<file path="config.mk">
export PLATFORM = sky130hd
export DESIGN_NAME = me_search_ctrl
export DESIGN_NICKNAME = d
export VERILOG_FILES = /design/src/rtl/me_search_ctrl.sv
export SDC_FILE = /design/constraint.sdc
export NUM_CORES = 1
export LEC_CHECK = 0
export ABC_AREA = 1
export CORE_AREA = 2 2 148 150
export DETAILED_ROUTE_END_ITERATION = 6
export DIE_AREA = 0 0 150 152
export GPL_ROUTABILITY_DRIVEN = 1
export PLACE_DENSITY = 0.88
export SLEW_MARGIN = 20
export SYNTH_ARGS = -nofsm -noshare
export SYNTH_HDL_FRONTEND = slang
export SYNTH_SLANG_ARGS = --single-unit
</file>
<file path="constraint.sdc">
create_clock -name clk_i -period 6.4 [get_ports clk_i]
set_input_delay 1.28 -clock clk_i [delete_from_list [all_inputs] [get_ports clk_i]]
set_output_delay 1.28 -clock clk_i [all_outputs]
set_load 0.03 [all_outputs]
</file>
<file path="src/rtl/me_search_ctrl.sv">
// ---------------------------------------------------------------------------
// acc_pkg / me_search_ctrl
//
// acc_pkg holds the memory request/response and SAD result types shared by
// the accelerator blocks.
//
// me_search_ctrl is a full-search motion-estimation controller. It walks every
// candidate position (cx, cy) of the reference block inside the search window
// and streams PortNum pixels per cycle from both image memories. It builds a
// per-candidate sum of absolute differences and keeps the smallest SAD along
// with that candidate's top-left search-memory address.
//
// Ports
//   clk_i        in   clock
//   rst_ni       in   asynchronous active-low reset
//   start_i      in   start a full search; only sampled in IDLE
//   busy_o       out  high while beats are issued or the last one drains
//   done_o       out  one-cycle pulse; best_o is final from here on
//   smem_req_o   out  search memory request (read addresses; writes tied off)
//   smem_res_i   in   search memory data, one cycle after the address
//   rmem_raddr_o out  reference memory read addresses
//   rmem_rdata_i in   reference memory data, one cycle after the address
//   best_o       out  minimum SAD and its candidate address
// ---------------------------------------------------------------------------
package acc_pkg;
    localparam int SMemReadPortNum = 4;
    localparam int SMemAddrW       = 10;
    localparam int PixW            = 8;
    localparam int SadW            = 17;

    typedef struct packed {
        logic                                       write;
        logic [SMemAddrW-1:0]                       waddr;
        logic [PixW-1:0]                            wdata;
        logic [SMemReadPortNum-1:0][SMemAddrW-1:0]  raddr;
    } smem_req_t;

    typedef struct packed {
        logic [SMemReadPortNum-1:0][PixW-1:0] data;
    } smem_res_t;

    typedef struct packed {
        logic [SadW-1:0]      sad;
        logic [SMemAddrW-1:0] addr;
    } sad_t;
endpackage

module me_search_ctrl #(
    parameter int SImgSize = 31,
    parameter int RImgSize = 16,
    parameter int PortNum  = acc_pkg::SMemReadPortNum
) (
    input  logic                          clk_i,
    input  logic                          rst_ni,
    input  logic                          start_i,
    output logic                          busy_o,
    output logic                          done_o,
    output acc_pkg::smem_req_t            smem_req_o,
    input  acc_pkg::smem_res_t            smem_res_i,
    output logic [PortNum-1:0][7:0]       rmem_raddr_o,
    input  logic [PortNum-1:0][7:0]       rmem_rdata_i,
    output acc_pkg::sad_t                 best_o
);
    localparam int AW     = acc_pkg::SMemAddrW;
    localparam int SW     = acc_pkg::SadW;
    localparam int NCand  = SImgSize - RImgSize + 1;
    localparam int NBx    = RImgSize / PortNum;
    localparam int CW     = ($clog2(NCand) > 0) ? $clog2(NCand) : 1;
    localparam int RW     = ($clog2(RImgSize) > 0) ? $clog2(RImgSize) : 1;
    localparam int BW     = ($clog2(NBx) > 0) ? $clog2(NBx) : 1;
    localparam int BSW    = 8 + $clog2(PortNum);

    localparam logic [SW-1:0] SadInit = {SW{1'b1}};

    typedef enum logic [1:0] {
        S_IDLE  = 2'd0,
        S_RUN   = 2'd1,
        S_DRAIN = 2'd2,
        S_DONE  = 2'd3
    } state_t;

    state_t r_state;
    state_t w_state_nxt;

    // Scan counters: candidate position (cx, cy) and beat position inside the
    // block (bx = column group of PortNum pixels, ry = block row).
    logic [CW-1:0] r_cx;
    logic [CW-1:0] r_cy;
    logic [RW-1:0] r_ry;
    logic [BW-1:0] r_bx;

    logic          w_bx_last;
    logic          w_ry_last;
    logic          w_cx_last;
    logic          w_cy_last;
    logic          w_cand_last;
    logic          w_all_last;
    logic          w_run;

    logic [RW-1:0] w_rx;
    logic [AW-1:0] w_sbase;
    logic [7:0]    w_rbase;
    logic [AW-1:0] w_caddr;

    logic                r_vld_p1;
    logic                r_last_p1;
    logic [AW-1:0]       r_caddr_p1;

    logic [BSW-1:0]      w_beat_sum;
    logic [SW-1:0]       w_cand_sad;
    logic [SW-1:0]       r_acc;
    acc_pkg::sad_t       r_best;

    function automatic logic [7:0] abs_diff(input logic [7:0] a, input logic [7:0] b);
        return (a > b) ? (a - b) : (b - a);
    endfunction

    // -----------------------------------------------------------------------
    // Control FSM
    // -----------------------------------------------------------------------
    always_ff @(posedge clk_i or negedge rst_ni) begin
        if (!rst_ni) begin
            r_state <= S_IDLE;
        end else begin
            r_state <= w_state_nxt;
        end
    end

    always_comb begin
        w_state_nxt = r_state;
        busy_o      = 1'b0;
        done_o      = 1'b0;
        unique case (r_state)
            S_IDLE: begin
                if (start_i) begin
                    w_state_nxt = S_RUN;
                end
            end
            S_RUN: begin
                busy_o = 1'b1;
                if (w_all_last) begin
                    w_state_nxt = S_DRAIN;
                end
            end
            S_DRAIN: begin
                busy_o      = 1'b1;
                w_state_nxt = S_DONE;
            end
            S_DONE: begin
                done_o      = 1'b1;
                w_state_nxt = S_IDLE;
            end
            default: begin
                w_state_nxt = S_IDLE;
            end
        endcase
    end

    assign w_run       = (r_state == S_RUN);
    assign w_bx_last   = (r_bx == BW'(NBx - 1));
    assign w_ry_last   = (r_ry == RW'(RImgSize - 1));
    assign w_cx_last   = (r_cx == CW'(NCand - 1));
    assign w_cy_last   = (r_cy == CW'(NCand - 1));
    assign w_cand_last = w_bx_last & w_ry_last;
    assign w_all_last  = w_cand_last & w_cx_last & w_cy_last;

    // Nested raster counters; each level only moves when all inner levels wrap.
    always_ff @(posedge clk_i or negedge rst_ni) begin
        if (!rst_ni) begin
            r_bx <= '0;
            r_ry <= '0;
            r_cx <= '0;
            r_cy <= '0;
        end else if (r_state == S_IDLE) begin
            r_bx <= '0;
            r_ry <= '0;
            r_cx <= '0;
            r_cy <= '0;
        end else if (w_run) begin
            r_bx <= w_bx_last ? '0 : r_bx + 1'b1;
            if (w_bx_last) begin
                r_ry <= w_ry_last ? '0 : r_ry + 1'b1;
            end
            if (w_cand_last) begin
                r_cx <= w_cx_last ? '0 : r_cx + 1'b1;
            end
            if (w_cand_last && w_cx_last) begin
                r_cy <= w_cy_last ? '0 : r_cy + 1'b1;
            end
        end
    end

    // -----------------------------------------------------------------------
    // Stage p0: beat issue (address generation)
    // -----------------------------------------------------------------------
    assign w_rx    = RW'(r_bx * PortNum);
    assign w_sbase = (AW'(r_cy) + AW'(r_ry)) * AW'(SImgSize) + AW'(r_cx) + AW'(w_rx);
    assign w_rbase = 8'(r_ry) * 8'(RImgSize) + 8'(w_rx);
    assign w_caddr = AW'(r_cy) * AW'(SImgSize) + AW'(r_cx);

    always_comb begin
        smem_req_o       = '0;
        rmem_raddr_o     = '0;
        if (w_run) begin
            for (int p = 0; p < PortNum; p++) begin
                smem_req_o.raddr[p] = w_sbase + AW'(p);
                rmem_raddr_o[p]     = w_rbase + 8'(p);
            end
        end
    end

    // Beat sideband travels with the outstanding read so the data stage knows
    // whether the returning pixels are live and whether they close a candidate.
    always_ff @(posedge clk_i or negedge rst_ni) begin
        if (!rst_ni) begin
            r_vld_p1   <= 1'b0;
            r_last_p1  <= 1'b0;
            r_caddr_p1 <= '0;
        end else begin
            r_vld_p1   <= w_run;
            r_last_p1  <= w_run & w_cand_last;
            r_caddr_p1 <= w_caddr;
        end
    end

    // -----------------------------------------------------------------------
    // Stage p1: memory data returns, SAD accumulate and best tracking
    // -----------------------------------------------------------------------
    always_comb begin
        w_beat_sum = '0;
        for (int p = 0; p < PortNum; p++) begin
            w_beat_sum = w_beat_sum + BSW'(abs_diff(smem_res_i.data[p], rmem_rdata_i[p]));
        end
    end

    assign w_cand_sad = r_acc + SW'(w_beat_sum);

    always_ff @(posedge clk_i or negedge rst_ni) begin
        if (!rst_ni) begin
            r_acc       <= '0;
            r_best.sad  <= SadInit;
            r_best.addr <= '0;
        end else if (r_state == S_IDLE) begin
            r_acc <= '0;
            if (start_i) begin
                r_best.sad  <= SadInit;
                r_best.addr <= '0;
            end
        end else if (r_vld_p1) begin
            if (r_last_p1) begin
                r_acc <= '0;
                // Strict compare so an equal SAD keeps the earlier candidate.
                if (w_cand_sad < r_best.sad) begin
                    r_best.sad  <= w_cand_sad;
                    r_best.addr <= r_caddr_p1;
                end
            end else begin
                r_acc <= w_cand_sad;
            end
        end
    end

    assign best_o = r_best;

endmodule

</file>
### Word level (Yosys, flattened, before mapping)

Index checks and enable logic that the tools add are counted.

| word-level totals | value |
|---|---|
| flip-flop bits (word level) | 72 |
| word-level logic and storage cells | 107 |

| cells by class | value |
|---|---|
| bitwise logic cells | 4 |
| reduce and logical (&&, ||, !) cells | 15 |
| mux-type cells | 34 |
| magnitude comparators | 5 |
| equal/unequal tests | 9 |
| multipliers | 2 |
| $add $sub $neg | 27 |

Operator list:

| kind | count |
|---|---|
| 27-bit two-way mux | 5 |
| 8-bit subtractor | 8 |
| 17-bit two-way mux | 3 |
| 4-bit two-way mux | 12 |
| 40-bit two-way mux | 1 |
| 8-bit greater-than comparator | 4 |
| 32-bit two-way mux | 1 |
| 8-bit two-way mux | 4 |
| 10-bit by 2-bit adder with 10-bit output, second input constant | 2 |
| 10-bit by 4-bit adder with 10-bit output | 2 |
| 17-bit by 10-bit adder with 17-bit output | 1 |
| 17-bit < comparator | 1 |
| 8-bit by 2-bit adder with 8-bit output, second input constant | 2 |
| 2-bit nonzero test | 7 |
| 4-bit by 1-bit adder with 4-bit output, second input constant | 3 |
| 4-bit equality test, second input constant | 3 |
| 10-bit by 1-bit adder with 10-bit output, second input constant | 1 |
| 10-bit by 8-bit adder with 10-bit output | 1 |
| 9-bit by 4-bit adder with 10-bit output | 1 |
| 9-bit by 8-bit adder with 10-bit output | 1 |
| 5-bit by 5-bit multiplier with 10-bit output, second input constant | 1 |
| 2-bit two-way mux | 5 |
| 8-bit by 8-bit adder with 9-bit output | 1 |
| 4-bit by 5-bit multiplier with 9-bit output, second input constant | 1 |
| 15 further kinds | 25 |

### Logic depth before layout (Yosys ltp)

| depth | value |
|---|---|
| depth after elaboration | 11 |
| mapped depth | 40 |

### Least setup slack after synthesis

Ideal clock, no wire load.

| timing | value |
|---|---|
| kind | input port to flip-flop |
| from | input smem_res_i[0] (netlist name) |
| to | register r_best, in the netlist best_o[0] |
| setup time | 0.119 ns |
| path slack | -0.445 ns |
| path buffers | 1 |
| data arrival time | 6.726 ns |
| required time | 6.281 ns |
| stages on the path | 39 |
| cells stage by stage | inv_1 > ha_1 > inv_1 > fa_1 > nand2_1 > nand2_1 > a21oi_1 > nand2_1 > nand2_1 > inv_1 > nand2_1 > nand2_1 > fa_1 > inv_1 > fa_1 > fa_1 > inv_1 > ha_1 > (+3 left out) > nand2_1 > nand2_1 > nand2_1 > xnor2_1 > inv_1 > ha_1 > nand2_1 > nor2_1 > nand3_1 > nand2_1 > inv_1 > nand3_1 > nand2_1 > nand2_1 > buf_2 > clkinv_1 > nand2_1 > nand2_1 |

| between the ends | value |
|---|---|
| word-level cells in the longest chain between the ends | 9 |
| elaborated cells on any way between the ends | 11 |
| those cells by class | add/sub: 6; order compare: 2; mux: 1; reduce/logical: 2 |

Ends and longest elaborated chain:

| what | line | RTL |
|---|---|---|
| from (decl) | 59 | `input acc_pkg::smem_res_t smem_res_i,` |
| 8-bit subtractor / 8-bit greater-than comparator (equally long branches) | 115 | `return (a > b) ? (a - b) : (b - a);` |
| 8-bit two-way mux * | 115 |  |
| 8-bit by 8-bit adder with 9-bit output * | 232 | `w_beat_sum = w_beat_sum + BSW'(abs_diff(smem_res_i.data[p], rmem_rdata_i[p]));` |
| 9-bit by 8-bit adder with 10-bit output * | 232 |  |
| 10-bit by 8-bit adder with 10-bit output * | 232 |  |
| 17-bit by 10-bit adder with 17-bit output * | 236 | `assign w_cand_sad = r_acc + SW'(w_beat_sum);` |
| 17-bit < comparator * | 253 | `if (w_cand_sad < r_best.sad) begin` |
| 2-bit nonzero test (no line) * | n/a |  |
| 4-bit AND reduction (no line) * | n/a |  |
| to (decl) | 112 | `acc_pkg::sad_t r_best;` |

Mark *: on every way between the ends. The rest lies on a longest branch, timed or not.
A chain may end at the register's enable or synchronous reset.

### Final worst setup path

| timing | value |
|---|---|
| from | input smem_res_i[0] (netlist name) |
| to | register r_best, in the netlist best_o[14] |

| between the ends | value |
|---|---|
| word-level cells in the longest chain between the ends | 10 |
| elaborated cells on any way between the ends | 15 |
| those cells by class | add/sub: 6; order compare: 2; mux: 5; reduce/logical: 2 |

Ends and longest elaborated chain:

| what | line |
|---|---|
| 8-bit subtractor / 8-bit greater-than comparator (equally long branches) | 115 |
| 8-bit two-way mux * | 115 |
| 8-bit by 8-bit adder with 9-bit output * | 232 |
| 9-bit by 8-bit adder with 10-bit output * | 232 |
| 10-bit by 8-bit adder with 10-bit output * | 232 |
| 17-bit by 10-bit adder with 17-bit output * | 236 |
| branches (longest 4 deep; another with 17-bit < comparator) | n/a |

Mark *: on every way between the ends. The select of a mux whose other input is x is not followed.

==> impl_metrics.env <==
export IMPL_path_clk_slew_ns=0.06
export IMPL_ys_ff_latch=72
export IMPL_arrival_ns=7.24
export IMPL_place_ws_ns=-1.04
export IMPL_critPathSlowestCell="fa_1"
export IMPL_htreeDepth=3
export IMPL_cp_end_kind="register"
export IMPL_wl_mm=38.3
export IMPL_antenna_cells=0
export IMPL_yosys_warnings=0
export IMPL_root_buffer="clkbuf_16"
export IMPL_postSynthAreaPerCell_um2=6.94
export IMPL_antenna_found_initial=0
export IMPL_violations="negative setup slack"
export IMPL_top_usage_layer="met2"
export IMPL_crit_fanout=5
export IMPL_layout_common_cells="nand2_1, inv_1, buf_4"
export IMPL_synth_area_top_cells="ha_1, nand2_1, dfrtp_1, inv_1, fa_1"
export IMPL_max_stage_delay_ns=0.58
export IMPL_setup_tns_ns=-18.83
export IMPL_finalSetupViolations=50
export IMPL_die_x_um=150
export IMPL_slew_headroom_pct=22.8
export IMPL_fmax_ghz=0.144
export IMPL_cts_buffers=9
export IMPL_fin_util_pct=74.2
export IMPL_drc_errors=0
export IMPL_ant_nets=0
export IMPL_rsz0062_at_grt="true"
export IMPL_fin_crit_ns=6.96
export IMPL_grt_ovfl_total=0
export IMPL_start_util_pct=48.8
export IMPL_crit_path_frequent_cell="nand2_2"
export IMPL_use_met2_pct=55.1
export IMPL_clk_latency_ns=0.35
export IMPL_hpwl_mm=22.6
export IMPL_grt_pass1_wl_mm=56.5
export IMPL_netlist_area_um2=10400
export IMPL_nNetsFinal=2145
export IMPL_cts_tree="built"
export IMPL_grt_max_degree=73
export IMPL_num_io_pins=187
export IMPL_row_count=54
export IMPL_postSynthCellCount=1503
export IMPL_grt_pass1_vias=12112
export IMPL_worst_pin_slew_ns=1.16
export IMPL_io_buffers=163
export IMPL_cap_violations=0
export IMPL_dr_pass1_iters=7
export IMPL_first_iter_violations=995
export IMPL_setup_slack_ns=-0.556
export IMPL_cts_sinks=72
export IMPL_vias_per_cell=5.48
export IMPL_hold_path_class="reg -> reg"
export IMPL_use_met1_pct=33.0
export IMPL_startpoint_type="primary input"
export IMPL_final_cells=2158
export IMPL_yosysTopAreaCellShare_pct=18.0
export IMPL_avgRoutedWirePerCell_um=17.7
export IMPL_die_y_um=152
export IMPL_hold_viol_final=0
export IMPL_cp_required_ns=6.69
export IMPL_ctsLongestPathBuffers=2
export IMPL_gp_congestion=0.935
export IMPL_outcome="complete, but fails checks"
export IMPL_ys_seq_area_share_pct=17.5
export IMPL_grt_use_total_pct=30.4
export IMPL_synth_cell_types=42
export IMPL_die_area_um2=22800
export IMPL_fin_worst_skew_ns=0.00830
export IMPL_drive_gt1_share_pct=32.8
export IMPL_fin_crit_sh_pct=109
export IMPL_dp_cells=2062
export IMPL_vias=11832
export IMPL_final_common_cell="nand2_1"
export IMPL_grt_use_met3_pct=5.26
export IMPL_crit_type="in -> reg"
export IMPL_synth_top_area_cell="ha_1"
export IMPL_core_area_um2=21400
export IMPL_area_delta_synth_final_pct=52.0
export IMPL_slew_violations=0
flip-flops by register name (all words and copies together) (netlist names):
name / count
r_cx: 4
r_vld_p1: 1
r_state: 2
r_caddr_p1: 10
r_last_p1: 1
r_ry: 4
r_cy: 4
r_acc: 17
r_bx: 2
best_o: 27
logic make-up (layout without fill, tap and decap cells):
family                   Yosys count  after routing  synth area share, %
XOR/XNOR                          47             47                 4.13
flip-flops                        72             72                 17.5
multiplexers                       1              1               0.0960
buffers and inverters            384            737                 15.8
other                              1             23               0.0360
AND/OR/NAND/NOR                  600            600                 23.9
AO/OA/AOI/OAI                    193            193                 9.96
adder cells (fa/ha/maj)          205            205                 28.6
cells in the mapped netlist, drive strengths merged:
master / instances
nand2: 383
a21boi: 1
and2: 2
o2111ai: 1
or2: 5
fa: 55
a21o: 1
buf: 67
nor3b: 1
o22ai: 4
inv: 307
nand3b: 3
dfstp: 17
xor2: 33
o21a: 1
nor4: 1
ha: 150
nor2: 89
xnor2: 14
nand4: 18
clkbuf: 9
o21ai: 72
o211ai: 17
a21oi: 92
mux2i: 1
o21bai: 4
nor3: 11
conb: 1
nand3: 87
dfrtp: 55
clkinv: 1
per-stage QoR:
stage | hold WS [ns] | area (um^2)
global route | 0.471 | 15900
global placement | 0.421 | 13400
finish | 0.452 | 15900
detailed placement | 0.429 | 13400
floorplan | 0.418 | 10700
CTS | 0.446 | 15100
worst max-delay path, delay by kind of cell:
family                     cells  cell delay, ns
AOI/OAI and AO/OA              4            0.61
and+or+nand+nor               20            1.77
buffers and inverters         10            0.96
adders and majority gates      7            2.61
final cells by class:
class	instances	area [um^2]
clock buffers	11	253
repair inverters	1	8.76
multi-input cells	1069	8430
fillers	1335	5500
inverters	308	1200
repair buffers	412	3710
well taps	280	350
clock inverters	5	78.8
flip-flops and latches	72	1820
timing repair:
item	in CTS	in global routing
endpoints found under the setup margin	50	51
hold buffers	0	0
cloned	4	1
pin swaps	122	81
resized for setup	284	167
setup buffers	57	20
layer usage:
metal,vias up,part of all wire (%)
met4,0,7.8
met1,5459,34
met5,-,0
met2,744,50
li1,5351,-
met3,278,8.0
final timing paths:
path	slack, ns	to	from	cells after the start
worst max-delay path	-0.56	best_o[14]	smem_res_i[0]	41
worst min-delay path	0.45	best_o[8]	r_caddr_p1[8]	2
worst max register to register	1.44	best_o[14]	r_acc[1]	28
worst min register to register	0.45	best_o[8]	r_caddr_p1[8]	2
max in group asynchronous	4.63	r_acc[1]	rst_ni	2
min in group asynchronous	1.17	r_state[1]	rst_ni	2
Power is not shown: default switching activity piles up to over one toggle a cycle in this logic, so the estimate is an artifact.
==> RTL edit 1: new RTL, same settings <==
Take the reset off `r_caddr_p1` and load it in a clocked block of its own.
--- a/src/rtl/me_search_ctrl.sv
+++ b/src/rtl/me_search_ctrl.sv
@@ -216,10 +216,12 @@
             r_vld_p1   <= 1'b0;
             r_last_p1  <= 1'b0;
-            r_caddr_p1 <= '0;
         end else begin
             r_vld_p1   <= w_run;
             r_last_p1  <= w_run & w_cand_last;
-            r_caddr_p1 <= w_caddr;
-        end
+        end
+    end
+
+    always_ff @(posedge clk_i) begin
+        r_caddr_p1 <= w_caddr;
     end
 
Behaviour: same outputs for any inputs over 10 cycles, from zero or initial values and one cycle with rst_ni low; that may be too few to reach the edited logic, so the function may still have changed.
==> RTL edit 1 against the original RTL <==
- the flow still finishes with violations (negative setup slack)
- sequential cell count stayed put
- setup slack better by 0.21 ns
- synthesized area is 0.48% lower
- maximum frequency is 3.2% higher
- die area stayed put
- cell area is 3.2% lower
- routed wire length is 10% lower
- synthesized cell count stayed put
Power is left out: the tool's default activity adds up to more than one toggle a clock period on the data nets, which glitch-free logic cannot reach.
==> RTL edit 1: results (changes against the original RTL) <==
* Outcome: complete, but fails checks
* Violated checks: negative setup slack
* Number of distinct library cells after synthesis at 43 (+2.4%)
* Hold_ws at 0.4403 ns (-0.01180 ns)
* Total detailed-routing wirelength at 34,420 um (-10%)
* Fraction of registers with async set or reset after synthesis at 86.11% (-14 points)
* Clock skew after layout at 0.005612 ns (-0.002692 ns)
* Reg-to-reg slack, setup at 1.61 ns (+0.17 ns)
* Hold-critical path endpoint: best_o[7]$_DFFE_PN0P_
* Hpwl dp at 22,690 um (+0.49%)
* Via density at 5.334 (-2.7%)
* First-pass iteration count of the detailed router at 6 (-1)
* Actual transition at the worst max-transition pin at 1.002 ns (-0.1551 ns)
* CP peak stage delay at 0.53 ns (-0.05 ns)
* Launch instance of the worst min-delay path: r_caddr_p1[7]$_DFF_P_
* CP Max Fanout at 3 (-2)
* Fill count at 1,446 (+8.3%)
* Fraction of layout cells with a size suffix above 1 at 30.80% (-2.0 points)
* Data arrival time of the critical path at 5.46 ns (-1.78 ns)
* Launch point of the worst path: r_cy[0]$_DFFE_PN0P_
* Number of global-route vias before repair at 11,310 (-6.7%)
* Number of placed instances with taps included at 2,060 (-0.097%)
* Wire length of the first global-routing pass at 51,500 um (-8.9%)
* Setup TNS at -9.335 ns (+9.491 ns)
* End of the critical path: smem_req_o[29]
* Leading post-synthesis cells by cell area: sky130_fd_sc_hd__ha_1 (18%), sky130_fd_sc_hd__nand2_1 (14%), sky130_fd_sc_hd__inv_1 (11%)
* Final RePlAce weighted congestion at 0.9627 (+3.0%)
* Total of endpoints with negative setup slack in the final report at 44 (-12%)
* Worst Slack Setup Final at -0.3413 ns (+0.2147 ns)
* Iteration-0 DRC count of the detailed router at 670 (-33%)
* Pin count of the biggest net entering global routing at 63 (-14%)
* Reg2reg end: best_o[23]$_DFFE_PN1P_
* DR WL/cell at 16.23 um (-8.5%)
* Sequential share of the synthesized area at 17.08% (-0.40 points)
* GR Util All Layers at 27.30% (-3.1 points)
* Worst-case reg-to-reg path depth at 22 (-21%)
## RTL edit 1: cell count changes after synthesis
cell / change
sky130_fd_sc_hd__dfrtp_1: -10
sky130_fd_sc_hd__dfxtp_1: +10
## RTL edit 1: cell families after synthesis
family | share of synthesized area [%]
buffers and inverters | 15.93
muxes | 0.09645
DFF | 17.08
AOI/OAI and AO/OA | 10.01
and+or+nand+nor | 24.01
adders and majority gates | 28.69
xor gates and xnor gates | 4.147
other | 0.03613
## RTL edit 1: metrics by stage
stage	setup WS, ns	instance area (um2)
floorplan	-0.02106	10650
global placement	-0.8479	13330
detailed placement	-1.066	13330
CTS	-0.09618	14580
global route	-0.4470	15340
finish	-0.3413	15340
## RTL edit 1: area by class of cell
cell class / count / area (um2) / share of cell area, %
inverter: 308 / 1194 / 7.781
timing repair inverter: 1 / 16.27 / 0.1060
multi-input combinational: 1070 / 8396 / 54.73
tap: 280 / 350.3 / 2.284
timing repair buffer: 374 / 3274 / 21.35
clock buffer: 10 / 229.0 / 1.493
clock inverter: 6 / 107.6 / 0.7015
sequential: 72 / 1773 / 11.56
## RTL edit 1: repair_timing
| item | 4_1_cts | 5_1_grt |
|---|---|---|
| gates resized for setup | 246 | 181 |
| hold buffers | 0 | 0 |
| setup buffers | 25 | 18 |
| endpoints found under the setup margin | 51 | 51 |
| pin swaps | 87 | 83 |
| cloned | 3 | 0 |
## RTL edit 1: routing by layer
layer	track usage (%)	vias up	wire, um
met5	0	-	0
met4	10.69	0	1749
met3	3.754	157	1945
met2	51.12	532	18090
met1	30.77	5334	12640
li1	-	5290	-
==> RTL edit 2: new RTL, same settings <==
Made on the original files. `RImgSize`: 16 -> 32.
--- a/src/rtl/me_search_ctrl.sv
+++ b/src/rtl/me_search_ctrl.sv
@@ -48,5 +48,5 @@
 module me_search_ctrl #(
     parameter int SImgSize = 31,
-    parameter int RImgSize = 16,
+    parameter int RImgSize = 32,
     parameter int PortNum  = acc_pkg::SMemReadPortNum
 ) (
Formal check against the unedited RTL: not equivalent (Yosys sat finds a counterexample within 10 cycles, from zero or initial values and one cycle with rst_ni low).
==> RTL edit 2 against the original RTL <==
- the flow finishes with violations (design-rule violations, negative setup slack)
- cell area decreased by 19%
- utilization decreased by 14 points
- sequential cell count is 18 lower
- setup slack better by 0.22 ns
- synthesized area shrank 13%
- global-route usage decreased by 6.4 points
- routed wire length shrank 24%
- maximum frequency is 3.2% higher
Power is left out: the tool's default activity adds up to more than one toggle a clock period on the data nets, which glitch-free logic cannot reach.
==> RTL edit 2: results (changes against the original RTL) <==
* Clock skew after layout at 0.009525 ns (+0.001220 ns)
* Clock-pin slew on the worst setup and hold paths at 0.08 ns (+0.02 ns)
* Post-Place Cell Area at 11,520 um2 (-14%)
* Number of placed instances with taps included at 1,834 (-11%)
* Iteration-0 DRC count of the detailed router at 695 (-30%)
* Count of yosys warnings during synthesis at 0 (unchanged)
* Reg-to-reg slack, setup at 1.65 ns (+0.21 ns)
* Post-synth top flop: sky130_fd_sc_hd__dfrtp_1
* Launch instance of the worst min-delay path: r_caddr_p1[3]$_DFF_PN0_
* Worst-case reg-to-reg path depth at 27 (-3.6%)
* Mean instance size in the synthesized netlist at 6.830 um2 (-1.6%)
* Beginning of the worst register-to-register path: r_acc[1]$_DFFE_PN0P_
* Routed metal-1 wirelength at 10,870 um (-17%)
* Total of endpoints with negative setup slack in the final report at 21 (-58%)
* Setup TNS at -6.098 ns (+12.73 ns)
* Final RePlAce weighted congestion at 0.9486 (+1.5%)
* Hpwl dp at 19,870 um (-12%)
* Worst Slack Setup Final at -0.3401 ns (+0.2158 ns)
* TritonCTS Buffers at 5 (-4)
* Placement-stage worst setup slack at -0.8240 ns (+0.2119 ns)
* CP peak stage delay at 0.55 ns (-0.03 ns)
* Reg2reg end: best_o[24]$_DFFE_PN1P_
* Remaining DRCs at 35 (+35)
* Leading post-synthesis cells by cell area: sky130_fd_sc_hd__ha_1 (17%), sky130_fd_sc_hd__nand2_1 (13%), sky130_fd_sc_hd__inv_1 (12%)
* Pin count of the biggest net entering global routing at 55 (-25%)
* Highest metal used: met4
* CTS H-tree depth at 2 (-1)
* Data arrival time of the critical path at 6.98 ns (-0.26 ns)
* Met3 track demand over resource in global routing at 3.213% (-2.0 points)
* Met1 usage at 27.82% (-5.1 points)
* Met2 layer wire length in the routed design at 14,730 um (-23%)
* Clock Latency Late Sink at 0.32 ns (-0.03 ns)
* Outcome: complete, but fails checks
* GR Util All Layers at 23.97% (-6.4 points)
* Number of global-route vias before repair at 9,887 (-18%)
* Violated checks: design-rule violations, negative setup slack
* Sequential share of the synthesized area at 15.21% (-2.3 points)
* Launch point of the worst path: rmem_rdata_i[0]
* Quantity of I/O buffers inserted on ports at 159 (-2.5%)
* DR WL/cell at 15.54 um (-12%)
* Grt met2 use at 43.57% (-12 points)
* Clock Path Buffers at 2 (unchanged)
* Fraction of layout cells with a size suffix above 1 at 25.77% (-7.0 points)
* Cells on Worst Hold Path at 2 (unchanged)
* Number of flip-flops in the largest register at 20 (-26%)
* Via density at 5.185 (-5.4%)
* Slowest cell on the critical path: sky130_fd_sc_hd__fa_1
* List of most frequent post-synthesis cells: sky130_fd_sc_hd__nand2_1 (313), sky130_fd_sc_hd__inv_1 (277), sky130_fd_sc_hd__ha_1 (126), sky130_fd_sc_hd__a21oi_1 (85), sky130_fd_sc_hd__nand3_1 (70)
* Worst min-delay path class: reg2reg
* End of the critical path: best_o[24]$_DFFE_PN1P_
* Met3 routed WL at 2193 um (-28%)
* CP Max Fanout at 6 (+1)
* Wire length of the first global-routing pass at 45,470 um (-20%)
[RTL edit 2: cell families (layout without fill, tap and decap cells)]
kind of cell,count (synthesis),in the layout,synth area share [%]
other,1,27,0.04156
flip-flops,54,54,15.21
adder cells (fa/ha/maj),173,173,27.90
XOR/XNOR,52,52,5.048
AND/OR/NAND/NOR,497,498,23.33
buffers and inverters,364,615,17.74
AO/OA/AOI/OAI,180,180,10.73
[RTL edit 2: what timing repair did]
item / in CTS / in global routing
setup buffers: 26 / 10
pin swaps: 83 / 55
resized for setup: 234 / 109
hold endpoints to repair: 0 / 0
cloned: 3 / 2
endpoints found under the setup margin: 37 / 43
[RTL edit 2: worst max-delay path, delay by kind of cell]
family          cells  cell delay, ns
simple gates       16            1.47
compound gates      4            0.77
xor+xnor            1            0.16
fa+ha+maj           7            2.55
buf+inv             8            0.72
[RTL edit 2: final cells by class]
class / count / area (um2)
fill: 1721 / 8447
clock inverter: 3 / 25.02
inverter: 280 / 1066
tap: 280 / 350.3
sequential: 54 / 1373
timing repair buffer: 327 / 2899
clock buffer: 5 / 125.1
multi-input combinational: 930 / 7066
[RTL edit 2: worst min path at each step]
stage          slack, ns                     to
2_1_floorplan       0.43  best_o[0]$_DFFE_PN0P_
3_3_place_gp        0.44  best_o[0]$_DFFE_PN0P_
3_5_place_dp        0.44  best_o[0]$_DFFE_PN0P_
4_1_cts             0.45  best_o[0]$_DFFE_PN0P_
5_1_grt             0.48  best_o[4]$_DFFE_PN0P_
6_report            0.47  best_o[4]$_DFFE_PN0P_
